==> src/rtl/ones_run_pkg.sv <==
// Shared types and defaults for the ones-run stimulus generator.
// Optional repeat mode is selected by ONES_RUN_REPEAT_EN in the top module.
package ones_run_pkg;

  typedef enum logic [1:0] {
    IDLE = 2'd0,
    ONES = 2'd1,
    GAP  = 2'd2
  } state_t;

  localparam int CNT_W       = 8;
  localparam int GAP_CYC_DEF = 1;
  localparam int THRESH_DEF  = 3;

endpackage

==> src/rtl/ones_run_gen_wrap_cnt.sv <==
// Wrap-around event counter: +1 per enabled cycle, result visible the cycle after.
// No backpressure; asynchronous active-low clear.
module wrap_cnt #(
  parameter int W = 8
) (
  input  logic         i_clk,
  input  logic         i_rst_n,
  input  logic         i_en,
  output logic [W-1:0] o_cnt
);

  logic [W-1:0] r_cnt;

  always_ff @(posedge i_clk or negedge i_rst_n) begin
    if (!i_rst_n) begin
      r_cnt <= '0;
    end else if (i_en) begin
      r_cnt <= r_cnt + W'(1);
    end
  end

  assign o_cnt = r_cnt;

endmodule

==> src/rtl/ones_run_gen.sv <==
// Serial run generator: each accepted start emits len 1s then GAP_CYC 0s; o rises the cycle after acceptance.
// start is only taken while ready (IDLE); ONES_RUN_REPEAT_EN adds rpt to chain runs without returning to IDLE.
module ones_run_gen
  import ones_run_pkg::*;
#(
  parameter int LEN_W   = 4,
  parameter int GAP_CYC = GAP_CYC_DEF,
  parameter int THRESH  = THRESH_DEF
) (
  input  logic             clk,
  input  logic             rst,
  input  logic             start,
  input  logic [LEN_W-1:0] len,
`ifdef ONES_RUN_REPEAT_EN
  input  logic             rpt,
`endif
  output logic             ready,
  output logic             o,
  output logic             last,
  output logic             done,
  output logic [CNT_W-1:0] runs,
  output logic [CNT_W-1:0] hits
);

  // Counter must hold both the longest run and the longest gap (15).
  localparam int CW = (LEN_W > 4) ? LEN_W : 4;
  localparam logic [CW-1:0] GAP_LD = CW'(GAP_CYC);
  localparam logic [CW-1:0] ONE    = CW'(1);
  localparam logic [CW-1:0] TWO    = CW'(2);

  state_t           r_state;
  logic [CW-1:0]    r_cnt;
  logic [LEN_W-1:0] r_len_q;
  logic             r_o;
  logic             r_last;
  logic             r_done;
  logic             r_ready;

  logic w_rpt;
  logic w_hit;
  logic w_gap_exit;

`ifdef ONES_RUN_REPEAT_EN
  assign w_rpt = rpt;
`else
  assign w_rpt = 1'b0;
`endif

  assign w_hit      = (int'(r_len_q) >= THRESH);
  assign w_gap_exit = (r_state == GAP) && (r_cnt == ONE);

  always_ff @(posedge clk or negedge rst) begin
    if (!rst) begin
      r_state <= IDLE;
      r_cnt   <= '0;
      r_len_q <= '0;
      r_o     <= 1'b0;
      r_last  <= 1'b0;
      r_done  <= 1'b0;
      r_ready <= 1'b1;
    end else begin
      case (r_state)
        IDLE: begin
          if (start) begin
            r_len_q <= len;
            r_ready <= 1'b0;
            if (len != '0) begin
              r_state <= ONES;
              r_cnt   <= CW'(len);
              r_o     <= 1'b1;
              r_last  <= (CW'(len) == ONE);
            end else begin
              r_state <= GAP;
              r_cnt   <= GAP_LD;
              r_done  <= (GAP_LD == ONE);
            end
          end
        end
        ONES: begin
          if (r_cnt == ONE) begin
            r_state <= GAP;
            r_cnt   <= GAP_LD;
            r_o     <= 1'b0;
            r_last  <= 1'b0;
            r_done  <= (GAP_LD == ONE);
          end else begin
            r_cnt  <= r_cnt - ONE;
            r_last <= (r_cnt == TWO);
          end
        end
        GAP: begin
          if (r_cnt == ONE) begin
            r_done <= 1'b0;
            if (w_rpt && (r_len_q != '0)) begin
              r_state <= ONES;
              r_cnt   <= CW'(r_len_q);
              r_o     <= 1'b1;
              r_last  <= (CW'(r_len_q) == ONE);
            end else if (w_rpt) begin
              // Zero-length repeat: stay in GAP and keep pulsing done.
              r_cnt  <= GAP_LD;
              r_done <= (GAP_LD == ONE);
            end else begin
              r_state <= IDLE;
              r_ready <= 1'b1;
            end
          end else begin
            r_cnt  <= r_cnt - ONE;
            r_done <= (r_cnt == TWO);
          end
        end
        default: begin
          r_state <= IDLE;
          r_ready <= 1'b1;
        end
      endcase
    end
  end

  wrap_cnt #(.W(CNT_W)) u_runs_cnt (
    .i_clk   (clk),
    .i_rst_n (rst),
    .i_en    (w_gap_exit),
    .o_cnt   (runs)
  );

  wrap_cnt #(.W(CNT_W)) u_hits_cnt (
    .i_clk   (clk),
    .i_rst_n (rst),
    .i_en    (w_gap_exit && w_hit),
    .o_cnt   (hits)
  );

  assign o     = r_o;
  assign last  = r_last;
  assign done  = r_done;
  assign ready = r_ready;

endmodule

==> config.mk <==
export PLATFORM = sky130hd
export DESIGN_NAME = ones_run_gen
export DESIGN_NICKNAME = d
export VERILOG_FILES = /design/src/rtl/ones_run_pkg.sv /design/src/rtl/ones_run_gen_wrap_cnt.sv /design/src/rtl/ones_run_gen.sv
export SDC_FILE = /design/constraint.sdc
export NUM_CORES = 1
export LEC_CHECK = 0
export CAP_MARGIN = 20
export CORE_ASPECT_RATIO = 1.25
export CORE_MARGIN = 3
export CORE_UTILIZATION = 47
export CTS_CLUSTER_DIAMETER = 120
export DETAILED_ROUTE_END_ITERATION = 10
export PLACE_DENSITY = 0.72
export SYNTH_ARGS = -nofsm -noshare
export SYNTH_HDL_FRONTEND = slang
export SYNTH_SLANG_ARGS = --single-unit
==> constraint.sdc <==
create_clock -name clk -period 1.8 [get_ports clk]
set_input_delay 0.36 -clock clk [delete_from_list [all_inputs] [get_ports clk]]
set_output_delay 0.36 -clock clk [all_outputs]
set_load 0.02 [all_outputs]
## Yosys cells after proc, flatten, opt, wreduce, memory -nomap -nowiden

Cells that the tools add are included.

| word-level totals | value |
|---|---|
| register bits after elaboration | 30 |
| bits of input ports | 7 |
| logic and storage cells | 62 |

| cells by class | value |
|---|---|
| eq/ne operators | 11 |
| reduce and logical (&&, ||, !) cells | 13 |
| bitwise logic cells | 1 |
| mux-type cells | 24 |
| $lt $le $gt $ge | 1 |
| add/sub/neg operators | 3 |

Operator list:

| kind | number |
|---|---|
| adder 8 x 1 -> 8 bit, second input constant | 2 |
| two-way mux 4 bit | 4 |
| case mux 4 bit (3 select lines) | 1 |
| AND reduction 3 bit | 4 |
| two-way mux 1 bit | 10 |
| != test 2 bit, second input constant | 5 |
| equality test 4 x 1 -> 1 bit, second input constant | 2 |
| two-way mux 2 bit | 4 |
| AND reduction 4 bit | 2 |
| case mux 1 bit (3 select lines) | 2 |
| case mux 2 bit (3 select lines) | 1 |
| equality test 4 x 2 -> 1 bit, second input constant | 1 |
| greater-or-equal comparator 4 x 2 -> 1 bit, second input constant | 1 |
| case mux 1 bit (2 select lines) | 2 |
| nonzero test 4 bit | 1 |
| subtractor 4 x 1 -> 4 bit, second input constant | 1 |
| nonzero test 3 bit | 1 |
| equality test 2 x 1 -> 1 bit, second input constant | 1 |
| equality test 2 bit, second input constant | 1 |
| logical AND 1 bit | 2 |
| zero test 2 bit | 1 |
| != test 2 x 1 -> 1 bit, second input constant | 1 |
| AND reduction 2 bit | 1 |
| nonzero test 2 bit | 1 |
| inverter 1 bit | 1 |

## Longest topological paths before layout

Gate-level depths: netlist (run 1).

| depth | value |
|---|---|
| depth after elaboration | 4 |
| gate-level depth with buffers | 7 |
| gate-level depth less buffers | 6 |

## Modules after synthesis

From an unflattened synthesis (run 1), not the netlist that was laid out.

| second synthesis, totals | value |
|---|---|
| cell total of the unflattened synthesis | 143 |
| area total of the unflattened synthesis | 1556.5 µm² |

By module, submodules not included:

| module | instances | cells an instance | area each (µm²) |
|---|---|---|---|
| ones_run_gen | 1 | 91 | 880.8 |
| wrap_cnt | 2 | 26 | 337.8 |

## Worst setup path after synthesis (run 1)

OpenSTA, ideal clock, no wires.

| timing | value |
|---|---|
| kind | reg-to-reg |
| start point | register r_cnt[1] |
| end point | register u_hits_cnt.r_cnt[1] (netlist: u_hits_cnt.o_cnt[1]) |
| period minus slack after synthesis | 1.784 ns |
| slack | 0.016 ns |
| stages on the path, launching flop included | 6 |
| data arrival time | 1.656 ns |
| required time | 1.672 ns |
| cells stage by stage | dfrtp_1 inv_1 ha_1 or3b_4 nor3_4 mux2_1 |

| on the way | value |
|---|---|
| word-level cells in the longest chain between the ends | 3 |

RTL lines:

| what | line | source |
|---|---|---|
| start, declared | ones_run_gen.sv:32 | `logic [CW-1:0] r_cnt;` |
| start signal, assigned | ones_run_gen.sv:69 | `r_cnt <= CW'(len);` |
| start signal, assigned | ones_run_gen.sv:87 | `r_cnt <= r_cnt - ONE;` |
| start signal, assigned | ones_run_gen.sv:96 | `r_cnt <= CW'(r_len_q);` |
| equality test 4 x 1 -> 1 bit | ones_run_gen.sv:50 | `assign w_gap_exit = (r_state == GAP) && (r_cnt == ONE);` |
| logical AND 1 bit | ones_run_gen.sv:50 |  |
| logical AND 1 bit | ones_run_gen.sv:130 | `.i_en (w_gap_exit && w_hit),` |
| end signal, assigned | ones_run_gen_wrap_cnt.sv:18 | `r_cnt <= r_cnt + W'(1);` |
| end, declared | ones_run_gen_wrap_cnt.sv:12 | `logic [W-1:0] r_cnt;` |

Every way passes these cells.
A chain may end at the register's enable or synchronous reset.

## Worst setup path in the final report (run 1)

| timing | value |
|---|---|
| start point | register r_cnt[0] |
| end point | register r_cnt[2] |

| on the way | value |
|---|---|
| word-level cells in the longest chain between the ends | 3 |

RTL lines:

| what | line | source |
|---|---|---|
| subtractor 4 x 1 -> 4 bit / equality test 4 x 1 -> 1 bit (equally long branches) | -- |  |
| two-way mux 4 bit (tied with other cells) | ones_run_gen.sv:92 | `if (r_cnt == ONE) begin` |
| case mux 4 bit (3 select lines) / AND reduction 3 bit (equally long branches) | -- |  |

Several ways; a longest one is shown, not always the timed one. The select of a mux whose other input is x is not followed.

==> impl_metrics.tcl, run 1 <==
set metrics [dict create \
    status "finished, final reports clean" \
    drc_errors 0 \
    synthTopCellsByArea "dfrtp_1 (46%), ha_1 (7.2%), xnor2_1 (5.6%), mux2_1 (5.0%), xor2_1 (2.2%)" \
    synth_edf_count 0 \
    dieArea_um2 4070 \
    fmax_ghz 0.567 \
    hp-class "in2async" \
    root_buffer "clkbuf_4" \
    grt_usage 0.188 \
    fin_crit_ps 1760 \
    grt_pass1_wl_um 5870 \
    area_growth_pct 37.6 \
    syn_inst 139 \
    p_leak_nw 1.02 \
    peakVddDrop_mv 0.945 \
    met3_length_um 186 \
    grt_setup_unrepaired "true" \
    grt_start_max_net_pins 31 \
    fin_hold_ws_ps 428 \
    wirelength_um 3600 \
    vias 1317 \
    routed.top_layer "met4" \
    crit_path_top_delay_cell "dfrtp_1" \
    drv_slew 0 \
    syn-num-nets 155 \
    path_clk_slew_ps 90 \
    initial_utilization 0.513 \
    yosysMostFrequentCell "dfrtp_1" \
    worst_ep_required_time_ps 2020 \
    grt_antenna_before_repair 0 \
    crit_family "simple AND/OR/NAND/NOR gates" \
    io_buffers 26 \
    cts_buffer_depth 2 \
    grt_pass1_vias 1272 \
    ys_seq_area_frac 0.480 \
    crit_start "r_cnt[0]" \
    end_kind "register" \
    cts_sinks 30 \
    diodes 0 \
    p_sw_frac 0.403 \
    fp.coreArea_um2 3060 \
    dp_hpwl_um 2710 \
    synth_top_flop_cell "dfrtp_1" \
    p_switching_mw 1.34 \
    htree_levels 2 \
    arrival_ps 1980 \
    multi_input_comb_area_um2 803 \
    seq_power_share 0.327 \
    n_fill_cell 227 \
    wl_per_cell_um 15.5 \
    crit_fanout 5 \
    pwr-share-comb 0.547 \
    clock_power_share 0.126 \
    fin_cells 233 \
    synth_top_cell_by_area "dfrtp_1" \
    clkLatencyLatePin_ps 330 \
    m1WireLength_um 1530 \
    ioPinCount 27 \
    gr-total-overflow 0 \
    drtIter0Drc 37 \
    internal_power_mw 1.99 \
    ys_async_sr_fraction 1.00 \
    synth_top_area_share 0.463 \
    die_width_um 57.6 \
    die_h_um 70.5 \
    numCtsBuffers 5 \
    area.sequential_um2 752 \
    finalSetupViolCount 0 \
    start_kind "register" \
    layout-drive-gt1-share 0.259 \
    drt-vias-per-instance 5.65 \
    pre_cts_slack_ps -64.2 \
    cts_tree "built" \
    worstMarginPinSlew_ps 400 \
    r2r-start "r_cnt[0]" \
    hold_viol 0 \
    reg2reg_depth 6 \
    netlist_area_um2 1570 \
    max_stage_delay_ps 420 \
    syn_avg_cell_area_um2 11.3 \
    gp_congestion 0.872 \
    path_buf_inv 1 \
    ant_nets 0 \
    path_cells "ha_4, buf_4, and4bb_2, nor3b_4, o21ai_1, a22o_1" \
    crit_cells 6 \
    drv_cap 0 \
    post-route-period-util 0.981 \
    worstSetupPathType "reg2reg" \
    slew_headroom 0.730 \
    fin_ws_ps 35.0 \
    final_nets 212 \
    pwr_density_cell_nw_per_um2 1550 \
    rows 22 \
    synthDistinctLibCells 39 \
    fin_skew_ps 3.76 \
    dpl.cell_count 219 \
    drtPass1Iterations 4 \
    ys_ff_latch 30 \
    cts_hold_buf 0 \
    ys_warn_count 0 \
    route.met2.wl_um 1820 \
    synth_common_cells "dfrtp_1 (29), xnor2_1 (10), ha_1 (9)" \
]
## final timing paths
kind | endpoint | slack [ps]
max in group asynchronous | ready | 1040
min in group clk | u_hits_cnt.o_cnt[7] | 490
worst min register to register | u_hits_cnt.o_cnt[7] | 490
worst max register to register | r_cnt[2] | 40
worst min-delay path | u_hits_cnt.o_cnt[5] | 430
worst max-delay path | r_cnt[2] | 40
## routing by layer
| layer | GRT usage | vias up |
|---|---|---|
| li1 | - | 621 |
| met1 | 0.223 | 630 |
| met2 | 0.322 | 54 |
| met3 | 0.0347 | 12 |
| met4 | 0.0876 | 0 |
| met5 | 0 | - |
## area by class of cell
type	count	area share
clock buffer	7	0.0255
multi-input combinational	98	0.373
sequential	30	0.349
tap	36	0.0209
timing repair buffer	52	0.214
inverter	9	0.0157
clock inverter	1	0.00232
## cell families (layout without fill, tap and decap cells)
kind of cell,Yosys count,in the layout,share of synthesized area
buffers and inverters,11,69,0.0272
XOR/XNOR,14,14,0.0783
AO/OA/AOI/OAI,30,30,0.129
flip-flops,30,30,0.480
multiplexers,7,7,0.0503
adder cells (fa/ha/maj),9,9,0.0719
AND/OR/NAND/NOR,38,38,0.163
## stage by stage
| stage | util | total power, mW | cell area, µm² | setup TNS [ps] |
|---|---|---|---|---|
| final | 0.706 | 3.33 | 2160 | 0 |
| after global routing | 0.706 | 3.55 | 2160 | -47.9 |
| after CTS | 0.689 | 3.26 | 2100 | 0 |
| after detailed placement | 0.659 | 2.76 | 2010 | -156 |
| after global placement | 0.659 | 2.70 | 2010 | -86.4 |
| after floorplan | - | 2.08 | 1570 | 0 |
## registers in the layout, summed over array words and instances (netlist names)
| name | cells |
|---|---|
| u_hits_cnt.o_cnt | 8 |
| u_runs_cnt.o_cnt | 8 |
| r_cnt | 4 |
| r_len_q | 4 |
| r_state | 2 |
| done | 1 |
| last | 1 |
| o | 1 |
| ready | 1 |
## timing repair
item,4_1_cts,5_1_grt
resized for setup,5,9
pin swaps,2,6
endpoints found under the hold margin,0,0
setup buffers,3,3
endpoints found under the setup margin,5,18
## layout by cell type (no fill, tap or decap), drive strengths merged, types with 2 or more instances in the layout
cell           netlist  routed
inv                  9       9
ha                   9       9
nor2                 3       3
a22o                 3       3
clkbuf               1       7
nand4                4       4
nor3                 4       4
dfrtp               29      29
o2bb2ai              2       2
a21oi                6       6
and3                 2       2
clkdlybuf4s50        0      22
mux2                 7       7
xor2                 4       4
nand2b               3       3
a31oi                4       4
dlymetal6s2s         0       3
nand3                6       6
xnor2               10      10
buf                  1      26
o22ai                3       3
o21ai                7       7
nand2                7       7
## power by group through the flow
stage	Combinational [mW]	Sequential (mW)	Clock (mW)
after detailed placement	1.66	1.10	0
after floorplan	0.895	1.18	0
after global routing	1.97	1.12	0.458
final	1.82	1.09	0.420
after CTS	1.74	1.08	0.433
after global placement	1.61	1.09	0
## worst register-to-register path: stages (launching register included)
cell,delay (ps)
dfrtp_1,420
ha_4,180
buf_4,130
and4bb_2,260
nor3b_4,330
o21ai_1,130
a22o_1,230
(Power assumes the default switching activity.)
==> run 2, diff against run 1 <==
--- a/config.mk
+++ b/config.mk
@@ -5,13 +5,14 @@
 export SDC_FILE = /design/constraint.sdc
 export NUM_CORES = 1
 export LEC_CHECK = 0
+export ABC_AREA = 1
 export CAP_MARGIN = 20
 export CORE_ASPECT_RATIO = 1.25
 export CORE_MARGIN = 3
-export CORE_UTILIZATION = 47
+export CORE_UTILIZATION = 30
 export CTS_CLUSTER_DIAMETER = 120
 export DETAILED_ROUTE_END_ITERATION = 10
-export PLACE_DENSITY = 0.72
+export PLACE_DENSITY = 0.48
 export SYNTH_ARGS = -nofsm -noshare
 export SYNTH_HDL_FRONTEND = slang
 export SYNTH_SLANG_ARGS = --single-unit
==> impl_metrics.tcl, run 2 <==
set metrics [dict create \
    die_width_um 73.8 \
    synth_top_flop_cell "dfrtp_1" \
    fp.coreArea_um2 5480 \
    placed_area_um2 2070 \
    end_kind "output port" \
    post-route-period-util 0.956 \
    path_buf_inv 1 \
    cts_hold_buf 0 \
    ys_seq_area_frac 0.437 \
    hold_viol 0 \
    slew_headroom 0.740 \
    tns_ps 0 \
    pre_cts_slack_ps 111 \
    die_h_um 90.7 \
    grt_pass1_vias 1380 \
    synthDistinctLibCells 25 \
    cts_tree "built" \
    fin_skew_ps 4.72 \
    fin_ws_ps 80.0 \
    clkLatencyLatePin_ps 280 \
    final_core_util 0.395 \
    grt_start_max_net_pins 31 \
    netlist_area_um2 1720 \
    worstSetupPathType "reg2out" \
    dieArea_um2 6690 \
    final_cell_mix "nand2_1 (67), dfrtp_1 (29), inv_1 (24), clkdlybuf4s50_1 (24), nand3_1 (18)" \
    dp_hpwl_um 2660 \
    vias 1404 \
    r2r_setup_slack_ps 230 \
    cts_buffer_depth 2 \
    initial_utilization 0.314 \
    n_fill_cell 556 \
    dpl.cell_count 303 \
    gr-total-overflow 0 \
    hp-class "in2async" \
    fin_hold_ws_ps 467 \
    ys_warn_count 0 \
    ys_ff_latch 30 \
    drtPass1Iterations 4 \
    fin_crit_ps 1720 \
    r2r-end "u_hits_cnt.o_cnt[3]" \
    reg2reg_depth 6 \
    p_leak_nw 1.10 \
    drc_errors 0 \
    peakVddDrop_mv 0.593 \
    layout-drive-gt1-share 0.0972 \
    fmax_ghz 0.581 \
    p_total_mw 3.02 \
    ys_async_sr_fraction 1.00 \
    path_clk_slew_ps 70 \
    drv_slew 0 \
    area_growth_pct 25.7 \
    start_kind "register" \
    ioPinCount 27 \
    rows 30 \
    ant_nets 0 \
    grt_usage 0.121 \
    finalSetupViolCount 0 \
    crit_path_top_delay_cell "clkdlybuf4s50_1" \
    fin_cells 311 \
    area.sequential_um2 752 \
    wl_per_cell_um 11.2 \
    final_nets 262 \
    grt_setup_unrepaired "false" \
    synth_top_area_share 0.422 \
    drtIter0Drc 54 \
    worstMarginPinSlew_ps 391 \
    yosysMostFrequentCell "nand2_1" \
    grt_antenna_before_repair 0 \
    syn_inst 212 \
    crit_family "buffers and inverters" \
    cts_sinks 30 \
    max_stage_delay_ps 640 \
    drt-vias-per-instance 4.51 \
    fin_area_um2 2160 \
    drv_cap 0 \
    pwr_density_cell_nw_per_um2 1400 \
    r2r-start "r_state[0]" \
    diodes 0 \
    cts_setup_buffers 0 \
    io_buffers 26 \
    mostFrequentLayoutCell "nand2_1" \
    numCtsBuffers 5 \
    path_cells "clkdlybuf4s50_1" \
    gp_congestion 0.820 \
    syn_avg_cell_area_um2 8.12 \
    synth_common_cells "nand2_1 (67), dfrtp_1 (29), inv_1 (24)" \
    multi_input_comb_area_um2 867 \
    grt_pass1_wl_um 6340 \
    root_buffer "clkbuf_8" \
    crit_fanout 6 \
    status "finished, final reports clean" \
    syn-num-nets 228 \
    arrival_ps 1360 \
    synth_top_cell_by_area "dfrtp_1" \
    wirelength_um 3500 \
    worst_ep_required_time_ps 1440 \
    htree_levels 2 \
    synthTopCellsByArea "dfrtp_1 (42%), nand2_1 (15%), ha_1 (6.5%), nand3_1 (5.2%), inv_1 (5.2%)" \
    synth_edf_count 0 \
]
-- run 2: cell count changes in the layout (fill, tap and decap cells not counted), moves of 12 or more --
cell / before / now
buf_4: 26 / 2
inv_1: 5 / 24
nor2_1: 3 / 16
nand3_1: 6 / 18
nand2_1: 7 / 67
-- run 2: where the power goes --
group / internal (mW) / total [mW] / switching [mW]
clock: 0.308 / 0.569 / 0.260
sequential: 0.884 / 1.06 / 0.176
combinational: 0.561 / 1.39 / 0.833
total: 1.75 / 3.02 / 1.27
-- run 2: area by class of cell --
cell class	instances	area share
inverters	25	0.0434
well taps	64	0.0370
multi-input cells	156	0.401
repair buffers	28	0.129
clock inverters	1	0.00231
flip-flops and latches	30	0.347
clock buffers	7	0.0399
-- run 2: kinds of logic (layout without fill, tap and decap cells) --
kind of cell / count (synthesis) / count (layout) / share of synthesized area
fa+ha+maj: 9 / 9 / 0.0654
buf+inv: 26 / 61 / 0.0610
xor+xnor: 9 / 9 / 0.0545
mux: 1 / 1 / 0.00654
simple gates: 116 / 116 / 0.307
flops: 30 / 30 / 0.437
compound gates: 21 / 21 / 0.0690
-- run 2: worst max path at each step --
| stage | endpoint | startpoint | cells after the start | slack [ps] |
|---|---|---|---|---|
| 2_1_floorplan | u_hits_cnt.o_cnt[5] | r_state[0] | 7 | 420 |
| 3_3_place_gp | r_cnt[2] | start | 8 | 90 |
| 3_5_place_dp | r_cnt[2] | start | 8 | 110 |
| 4_1_cts | ready | ready | 1 | 10 |
| 5_1_grt | hits[5] | u_hits_cnt.o_cnt[5] | 1 | 10 |
| 6_report | runs[3] | u_runs_cnt.o_cnt[3] | 1 | 80 |
-- run 2: metal layers --
| metal | vias up | routed length, µm | track usage |
|---|---|---|---|
| met2 | 30 | 1710 | 0.196 |
| met3 | 6 | 161 | 0.0345 |
| met5 | - | 0 | 0 |
| met4 | 0 | 63 | 0.0453 |
| li1 | 743 | - | - |
| met1 | 625 | 1560 | 0.148 |
-- run 2: repair_timing --
action,in CTS,in global routing
hold endpoints to repair,0,0
setup endpoints to repair,0,3
gates resized for setup,0,3
